$ cat config.mk
export PLATFORM = sky130hd
export DESIGN_NAME = issue_scoreboard
export DESIGN_NICKNAME = d
export VERILOG_FILES = /design/src/rtl/issue_scoreboard.sv
export SDC_FILE = /design/constraint.sdc
export NUM_CORES = 1
export LEC_CHECK = 0
export CAP_MARGIN = 20
export CORE_ASPECT_RATIO = 0.75
export CORE_UTILIZATION = 50
export CTS_CLUSTER_SIZE = 30
export DETAILED_ROUTE_END_ITERATION = 16
export GPL_TIMING_DRIVEN = 0
export HOLD_SLACK_MARGIN = 0.15
export PLACE_DENSITY = 0.78
export REMOVE_ABC_BUFFERS = 1
export SLEW_MARGIN = 30
export SYNTH_ARGS = -nofsm -noshare
export SYNTH_HDL_FRONTEND = slang
export SYNTH_SLANG_ARGS = --single-unit
$ cat constraint.sdc
create_clock -name clk -period 4.95 [get_ports clk]
set_input_delay 0.99 -clock clk [delete_from_list [all_inputs] [get_ports clk]]
set_output_delay 0.99 -clock clk [all_outputs]
set_load 0.005 [all_outputs]
$ cat src/rtl/issue_scoreboard.sv
// rtl/issue_scoreboard.sv - issue-stage RAW/WAW/structural hazard scoreboard
// Per-register countdown counters track pending writes; a long-unit counter guards the non-pipelined unit.
package issue_scoreboard_pkg;
   typedef enum logic [2:0] {
      OP_NOP = 3'd0,
      OP_ADD = 3'd1,
      OP_SUB = 3'd2,
      OP_AND = 3'd3,
      OP_OR  = 3'd4,
      OP_XOR = 3'd5,
      OP_MUL = 3'd6,
      OP_DIV = 3'd7
   } op_t;
endpackage

module issue_scoreboard
   import issue_scoreboard_pkg::*;
#(
   parameter int NREGS       = 16,
   parameter int ALU_LAT     = 1,
   parameter int LONG_LAT    = 4,
   parameter int R0_ZERO     = 1,
   parameter int STALL_CNT_W = 32
) (
   input  logic                   clk,
   input  logic                   rst,
   input  logic                   flush,
   input  op_t                    iss_alu_op,
   input  logic                   iss_long,
   input  logic                   iss_we,
   input  logic [3:0]             iss_rd_addr,
   input  logic [3:0]             iss_rs1_addr,
   input  logic [3:0]             iss_rs2_addr,
   input  logic                   iss_use_imm,
   output logic                   issue_fire,
   output logic                   issue_stall,
   output logic [NREGS-1:0]       busy_vec,
   output logic [STALL_CNT_W-1:0] stall_cycles
);
   localparam int CW = (LONG_LAT > 1) ? $clog2(LONG_LAT) : 1;
   localparam logic [CW-1:0] LONG_LD = CW'(LONG_LAT - 1);
   localparam logic [CW-1:0] ALU_LD  = CW'(ALU_LAT - 1);

   logic [CW-1:0]          r_cnt [NREGS];
   logic [CW-1:0]          r_long_cnt;
   logic [STALL_CNT_W-1:0] r_stall_cycles;

   logic [NREGS-1:0] w_hazard_busy;
   logic [CW-1:0]    w_lat;
   logic             w_valid;
   logic             w_raw;
   logic             w_waw;
   logic             w_struct;
   logic             w_rd_valid;
   logic             w_fire;
   logic             w_stall;

   // r0 is excluded from hazard detection but still reported by busy_vec (it is never loaded anyway).
   always_comb begin
      w_hazard_busy = '0;
      busy_vec      = '0;
      for (int r = 0; r < NREGS; r++) begin
         busy_vec[r]      = (r_cnt[r] != '0);
         w_hazard_busy[r] = (r_cnt[r] != '0) && !((R0_ZERO != 0) && (r == 0));
      end
   end

   always_comb begin
      w_lat      = iss_long ? LONG_LD : ALU_LD;
      w_valid    = (iss_alu_op != OP_NOP) && !flush;
      w_raw      = w_hazard_busy[iss_rs1_addr] || (!iss_use_imm && w_hazard_busy[iss_rs2_addr]);
      w_waw      = iss_we && w_hazard_busy[iss_rd_addr] && (r_cnt[iss_rd_addr] > w_lat);
      w_struct   = iss_long && (r_long_cnt != '0);
      w_rd_valid = iss_we && !((R0_ZERO != 0) && (iss_rd_addr == 4'd0));
      w_stall    = !rst && w_valid && (w_raw || w_waw || w_struct);
      w_fire     = !rst && w_valid && !(w_raw || w_waw || w_struct);
   end

   assign issue_stall  = w_stall;
   assign issue_fire   = w_fire;
   assign stall_cycles = r_stall_cycles;

   always_ff @(posedge clk) begin
      if (rst) begin
         for (int r = 0; r < NREGS; r++) r_cnt[r] <= '0;
         r_long_cnt     <= '0;
         r_stall_cycles <= '0;
      end else begin
         for (int r = 0; r < NREGS; r++) begin
            if (w_fire && w_rd_valid && (iss_rd_addr == 4'(r)))
               r_cnt[r] <= w_lat;
            else if (r_cnt[r] != '0)
               r_cnt[r] <= r_cnt[r] - 1'b1;
         end
         if (w_fire && iss_long)
            r_long_cnt <= LONG_LD;
         else if (r_long_cnt != '0)
            r_long_cnt <= r_long_cnt - 1'b1;
         if (w_stall && (r_stall_cycles != '1))
            r_stall_cycles <= r_stall_cycles + 1'b1;
      end
   end
endmodule

==> flow_summary.ini <==
[outcome]
outcome = finished, final reports clean

[clock_tree]
cts_tree = done
worst_skew_pair.late_latency_ns = 0.34
cts_max_level = 3
clk_pin_slew_worst_paths_ns = 0.05
clock-sinks = 66
root_buffer = clkbuf_16
cts_made_buffers = 9
clock_path_buffers = 2

[final_layout]
fin_cells = 703
fin_nets = 612
layout-drive-gt1-share = 0.141
multi_input_area_mm2 = 0.00276
ff_latch_area_mm2 = 0.00164
fillers = 768
area_growth_pct = 22.5
num_antenna_cells = 0

[drt]
drt_drc_violations_left = 0
drt_wl_total_mm = 12.8
wl_per_cell_um = 18.2
drtIter0Drc = 454
vias = 4480
detail-route-antenna-nets = 0
vias_per_cell = 6.37
dr.pass1.iters = 6

[setup_path]
worstSetupPathType = in -> out
arrival_ns = 3.84
worst_setup_path_start_kind = input pin
worst_setup_path_end_kind = output port
worstPathRequired_ns = 3.96
worstPathMaxFanout = 17

[synth]
yosys.area_share.xor_xnor = 0.00184
syn_inst = 517
synth-simple-area-share = 0.235
synth_area_leader_cell = edfxtp_1
ys_seq_area_frac = 0.344
syn_area_mm2 = 0.00477
synth_seq_cells = 66
synth_top_family_by_area = simple AND/OR/NAND/NOR gates
synthFlopType = dfxtp_1
synthDistinctLibCells = 51
synth.top_cell.area_share = 0.202
synth_mux_area_frac = 0.157
synth_edf_count = 32
yosys.area_share.adder = 0.0551
synth_warnings = 0
syn_area_per_cell_um2 = 9.22
ys_async_sr_fraction = 0
synth_compound_area_frac = 0.122
synthTopCellsByArea = edfxtp_1 (20%), dfxtp_1 (14%), mux4_2 (8.5%)

[sta]
fin_crit_ns = 4.83
fmax_mhz = 207
rsz0062_at_grt = no
tightestPinTransition_ns = 0.837
finClkSkew_ns = 0.00792
whs_ns = 0.496
slew_headroom = 0.440
fin_crit_sh = 0.976
hold_viol_final = 0
layout_setup_ws_ns = 0.118
setup_viol = 0
slew_viol_final = 0

[placement]
dp.cells = 683
dpl_worst_slack_ns = -1.03
dp_hpwl_mm = 8.91
port_buffers = 70
gp_congestion = 0.865

[worst_hold_path]
hp-class = reg -> reg

[global_route]
grt_max_degree = 61
grt_pass1_vias = 4167
antenna_found_initial = 0
grt_pass1_wl_mm = 20.3
grt_util_all_layers = 0.268
gr-total-overflow = 0

[power_and_ir_drop]
p_int_mw = 1.70
pwr-share-seq = 0.316
power_mw = 2.67
switching_share = 0.365
clock_power_share = 0.214
p_comb_frac = 0.470
vdd_drop_max_uv = 204
power_density_mw_per_mm2 = 457
p_leak_nw = 2.22
netSwitchingPower_mw = 0.976

[floorplanning]
start_util = 0.521
die_h_um = 86.6
io_pins = 71
die_area_mm2 = 0.00994
rows = 30
coreArea_mm2 = 0.00916
die_w_um = 115

[run]
max_cap_violations = 0
## layer usage
layer | share of wire | vias up | wire length (um) | global-route usage
li1 | - | 2076 | - | -
met1 | 0.41 | 2159 | 5200 | 0.342
met2 | 0.48 | 216 | 6190 | 0.444
met3 | 0.084 | 29 | 1070 | 0.0552
met4 | 0.024 | 0 | 303 | 0.116
met5 | 0 | - | 0 | 0
## power groups by stage
stage | clock [mW] | combinational (mW) | sequential [mW]
5_1_grt | 0.595 | 1.37 | 0.860
4_1_cts | 0.579 | 1.24 | 0.842
2_1_floorplan | 0 | 0.755 | 0.817
3_3_place_gp | 0 | 1.11 | 0.845
6_report | 0.572 | 1.26 | 0.844
3_5_place_dp | 0 | 1.20 | 0.852
## registers in the layout, indices dropped and copies added (netlist names)
name and cells:
r_long_cnt 2, stall_cycles 32, r_cnt 32
## layout make-up
cell class	instances	share of cell area
Tap cell	128	0.0274
Multi-Input combinational cell	355	0.473
Inverter	59	0.0379
Clock buffer	10	0.0392
Sequential cell	66	0.281
Timing Repair Buffer	79	0.136
Clock inverter	6	0.00557
## worst paths after layout
check	start	to	slack, ns	depth (start not counted)
max	iss_rd_addr[0]	issue_stall	0.12	10
min	stall_cycles[12]	stall_cycles[12]	0.50	2
max reg2reg	r_cnt[3][1]	r_cnt[14][1]	1.16	11
min reg2reg	stall_cycles[12]	stall_cycles[12]	0.50	2
## Yosys cell counts (3+ instances only)
| library cell | instances |
|---|---|
| mux2i_1 | 3 |
| edfxtp_1 | 32 |
| a221oi_1 | 11 |
| inv_1 | 59 |
| o21ai_0 | 8 |
| dfxtp_1 | 34 |
| and2_1 | 5 |
| nor3b_1 | 4 |
| and4_1 | 3 |
| nor3_1 | 27 |
| a21oi_1 | 21 |
| buf_6 | 3 |
| o31ai_1 | 16 |
| mux2_2 | 28 |
| nor2b_1 | 15 |
| and3_1 | 14 |
| or4_1 | 17 |
| mux4_2 | 18 |
| nor4_1 | 4 |
| nand2_1 | 20 |
| nand4_1 | 17 |
| buf_2 | 6 |
| nor2_1 | 23 |
| ha_1 | 21 |
| a31oi_1 | 5 |
| o41ai_1 | 4 |
| nand3_1 | 36 |
| clkbuf_1 | 27 |
| o311ai_0 | 4 |
| or3_1 | 5 |
## critical path, cell delays in order
cell and delay, ns:
buf_8 0.16, mux4_2 0.55, mux4_2 0.47, ha_1 0.30, nor2b_1 0.15, o211a_1 0.16
nand4_1 0.15, and4b_4 0.28, nor2_1 0.11, clkdlybuf4s50_1 0.52
## logic make-up (layout without fill, tap and decap cells)
| family | Yosys count | after routing |
|---|---|---|
| muxes | 49 | 49 |
| AOI/OAI and AO/OA | 82 | 82 |
| and+or+nand+nor | 201 | 202 |
| adders and majority gates | 21 | 21 |
| buffers and inverters | 97 | 154 |
| xor gates and xnor gates | 1 | 1 |
| DFF | 66 | 66 |
## cells in the final DEF, fill, tap and decap left out, types with 3 or more instances in the layout
cell type and instances:
nand4_1 17, clkbuf_16 9, o21ai_0 8, mux2i_1 3
and3_1 14, and2_1 5, o41ai_1 3, nor3_1 26
clkinv_2 4, or3_1 5, o311ai_0 3, mux2_2 28
inv_1 59, dfxtp_1 34, nor3b_1 4, o31ai_1 16
a31oi_1 5, a21oi_1 21, a221oi_1 11, mux4_2 18
nand3_1 36, clkdlybuf4s50_1 64, nor2_1 22, nor4_1 3
nand2_1 20, nor2b_1 15, buf_4 6, or4_1 17
ha_1 21, and4_1 3, edfxtp_1 32
## stage by stage
stage	TNS, ns	util	instance area [um2]
finish	0	0.638	5840
global route	0	0.638	5840
CTS	-0.0173	0.637	5830
detailed placement	-22.26	0.605	5540
global placement	-164.38	0.595	5450
floorplan	-0.0594	-	4590
## timing repair
item                                    in CTS  in global routing
setup buffers                                2                  1
cloned                                       1                  0
gates resized for setup                     17                  4
hold buffers                                 0                  0
pin swaps                                    0                  1
endpoints found under the setup margin      20                  2
Note: power is estimated with default switching activity, not from simulation.
